$ cat config.mk
export PLATFORM = sky130hd
export DESIGN_NAME = sync_chain
export DESIGN_NICKNAME = d
export VERILOG_FILES = /design/src/rtl/sync_chain.sv
export SDC_FILE = /design/constraint.sdc
export NUM_CORES = 1
export LEC_CHECK = 0
export ABC_AREA = 1
export BUFFER_PORTS_ARGS = -buffer_cell sky130_fd_sc_hd__buf_4
export CAP_MARGIN = 15
export CORE_AREA = 8 8 45 47
export DETAILED_ROUTE_END_ITERATION = 16
export DIE_AREA = 0 0 53 55
export PLACE_DENSITY = 0.43
export SYNTH_ARGS = -nofsm -noshare
export SYNTH_HDL_FRONTEND = slang
export SYNTH_SLANG_ARGS = --single-unit
$ cat constraint.sdc
create_clock -name clk -period 1.5 [get_ports clk]
set_clock_uncertainty 0.1 [all_clocks]
set_input_delay 0 -clock clk [delete_from_list [all_inputs] [get_ports clk]]
set_output_delay 0 -clock clk [all_outputs]
set_load 0.03 [all_outputs]
$ cat src/rtl/sync_chain.sv
// sync_chain: DEPTH-stage flop synchronizer for a W-bit bus, cleared by active-low sync reset
module sync_chain #(
    parameter int DEPTH = 2,
    parameter int W     = 4
) (
    input  logic         clk,
    input  logic         reset,
    input  logic [W-1:0] d,
    output logic [W-1:0] q
);
    logic [W-1:0] stage [DEPTH];

    always_ff @(posedge clk) begin
        if (!reset) begin
            for (int i = 0; i < DEPTH; i++) stage[i] <= '0;
        end else begin
            stage[0] <= d;
            for (int i = 1; i < DEPTH; i++) stage[i] <= stage[i-1];
        end
    end

    assign q = stage[DEPTH-1];
endmodule

# Word-level counts from Yosys, hierarchy flattened
# Memories as Yosys holds them, arrays and structs flattened.
# Index checks and enable logic that the tools add are counted.
# op_classes
n_mux	4
n_bitwise	2
# ops
cell	count
$mux W4	2
$mux W1	2
$or A1 B1 Y1	2
# totals
reg_bits	0
ramBits	8
input_bits	6
out_inout_bits	4
wordCells	7
n_memories	1
# memory_table
name	words	word_bits	rd	rd_clocked_by_memory_dff	wr	line	source
stage	2	4	2	0	2	11	logic [W-1:0] stage [DEPTH];

# Longest topological paths before layout
# depth
ltp_word	2
depth_mapped	3
ltp_nobuf	2

# Least setup slack after synthesis
# No wires, ideal clock.
# synth_path
path_kind	reg-to-reg
from	memory stage[0][0]
to	memory stage[1][0] (netlist: stage[0][4])
setup_ns	0.109
arrival_ns	0.350
required_ns	1.291
slack_ns	0.941
path_stages_with_launch	3
period_less_slack_ns	0.559
cell_sequence	dfxtp_1 > nand2_1 > inv_1
# synth_lines
element	line
from (decl)	11

==> flow_metrics.py <==
metrics = {
    "yosys": {
        "yosys.area.top_type_share_pct": 62.7,
        "synthMuxAreaShare_pct": 0,
        "ys_ff_latch": 8,
        "synthTopCellsByCount": "dfxtp_1, inv_1, nand2_1",
        "synth_async_sr_flop_share_pct": 0,
        "syn_inst": 29,
        "syn_area_per_cell_um2": 8.80,
        "synth_cell_types": 5,
        "synth_fp_nets": 35,
        "synth_top_family_by_area": "buffers and inverters",
        "synth_warnings": 0,
        "synth_compound_area_share_pct": 0,
        "yosysSeqAreaShare_pct": 62.7,
        "synth-edff-count": 0,
        "synthSimpleGateAreaFrac_pct": 11.8,
        "yosysTopAreaCell": "dfxtp_1",
        "ys.flop_type": "dfxtp_1",
        "yosys-top-cells-area": "dfxtp_1, buf_4, inv_1, nand2_1, buf_2",
        "synth_fa_ha_area_share_pct": 0,
        "synth-xor-area-share_pct": 0,
        "synth_area_um2": 255,
    },
    "clock_network": {
        "cts_setup_buffers": 0,
        "clk_latency_ns": 0.24,
        "cts_buffers": 3,
        "cts.clk_slew.worst_paths_ns": 0.05,
        "ctsHtreeMaxLevel": 1,
        "cts_tree": "done",
        "post_cts_resized": 0,
        "clock_sinks": 8,
        "clock_path_buffers": 2,
        "root_buffer": "clkbuf_4",
        "postCtsHoldBufs": 9,
    },
    "sta": {
        "relSlewSlack_pct": 94.4,
        "setup_viol": 0,
        "finalHoldViolCount": 0,
        "rsz0062_at_grt": "false",
        "post-route-period-util_pct": 85.8,
        "period_minus_slack_ns": 1.29,
        "tightest_slew_ns": 0.0834,
        "drv_slew": 0,
        "fin_tns_setup_ns": 0,
        "max_freq_mhz": 777,
    },
    "floorplan": {
        "coreArea_mm2": 0.00138,
        "rows": 14,
        "initial_utilization_pct": 18.4,
        "pin_count": 10,
        "fp.dieW_um": 53,
        "fp.dieArea_mm2": 0.00292,
        "die_y_um": 55,
    },
    "grt": {
        "grt.overflow.total": 0,
        "antenna_found_initial": 0,
        "groute.usage.overall_pct": 2.63,
        "grt_pass1_vias": 155,
        "grt_max_degree": 9,
        "grt_pass1_wl_um": 469,
    },
    "pwr": {
        "power_w": 0.000428,
        "peakVddDrop_mv": 0.248,
        "leakage_nw": 0.238,
        "power_density_mw_per_mm2": 1020,
    },
    "critical_path": {
        "slowest_stage": "dlygate4sd3_1",
        "crit_path_frequent_cell": "dlygate4sd3_1",
        "crit_chain": "dlygate4sd3_1 > buf_4 > nand2_1 > dlygate4sd3_1 > inv_1",
        "endpoint_kind": "register",
        "worstPathArrival_ns": 1.33,
        "worstSetupPathType": "primary input to register",
        "path_delay_family": "buffers and inverters",
        "critPathBufInv": 4,
        "worst_path_largest_cell_delay_ns": 0.54,
        "worstPathRequired_ns": 1.54,
        "critPathLaunchType": "primary input",
        "reg2reg_setup_slack_ns": 0.93,
        "path_max_fanout": 8,
    },
    "routing": {
        "ant_nets": 0,
        "drtIter0Drc": 1,
        "wl_um": 403,
        "remaining_drc_errors": 0,
        "drt-pass1-iter-count": 2,
        "wl_per_cell_um": 6.61,
        "routed_via_density": 3.23,
        "vias": 197,
    },
    "placement": {
        "hpwl_um": 273,
        "port-buffer-count": 9,
        "post-place-cells": 49,
        "placed_area_um2": 308,
        "gp_routability_congestion": 0.594,
    },
    "cells_and_area": {
        "top_regs": "stage: 8 flops",
        "drive_above_1_share_pct": 26.7,
        "top_register": "stage",
        "synthToLayoutAreaGrowth_pct": 64.7,
        "nets": 53,
        "stdcell_count": 61,
        "fin_util_pct": 30.4,
        "fin_area_um2": 420,
        "largest_reg_flops": 8,
        "diodes": 0,
    },
    "job": {
        "cap_violations": 0,
    },
    "min_path": {
        "hold_path_class": "register to register",
    },
    "outcome": {
        "outcome": "finished clean",
    },
}
layout by cell type (no fill, tap or decap):
master,netlist,routed
nand2_1,8,8
dlygate4sd3_1,0,9
clkbuf_4,0,3
inv_1,8,8
buf_4,4,9
dfxtp_1,8,8
metal layers:
metal / routed length, um / global-route usage [%]
met3: 48 / 0
met5: 0 / 0
met1: 144 / 1.69
met4: 19 / 7.76
met2: 190 / 3.71
metrics by stage:
step                      hold slack [ns]  setup slack [ns]
after floorplan                  -0.00237             0.941
after CTS                           0.309             0.224
final                               0.304             0.213
after global routing                0.319             0.172
after global placement             0.0823             0.936
after detailed placement           0.0849             0.933
layout make-up:
cell class / instances / area [um2]
inverter: 8 / 30.0
fill: 154 / 963
clock buffer: 3 / 22.5
sequential: 8 / 160
tap: 16 / 20.0
timing repair buffer: 18 / 158
multi-input combinational: 8 / 30.0
power breakdown:
group	switching (W)	internal [W]
Sequential	0.00000208	0.000223
Clock	0.0000599	0.0000907
Combinational	0.0000209	0.0000318
Total	0.0000830	0.000346
worst reg2reg max path: stages, from the launching register on:
cell and delay (ns):
dfxtp_1 0.29, nand2_1 0.05, inv_1 0.03
path summary, 6_finish.rpt:
check	start	to	cells after the start
worst min-delay path	stage[0][2]	stage[0][6]	2
worst max-delay path	reset	stage[0][2]	5
worst min register to register	stage[0][2]	stage[0][6]	2
worst max register to register	stage[0][3]	stage[0][7]	2
kinds of logic after synthesis:
family                 after synthesis
AND/OR/NAND/NOR                      8
flip-flops                           8
buffers and inverters               13
(Power assumes the default switching activity.)
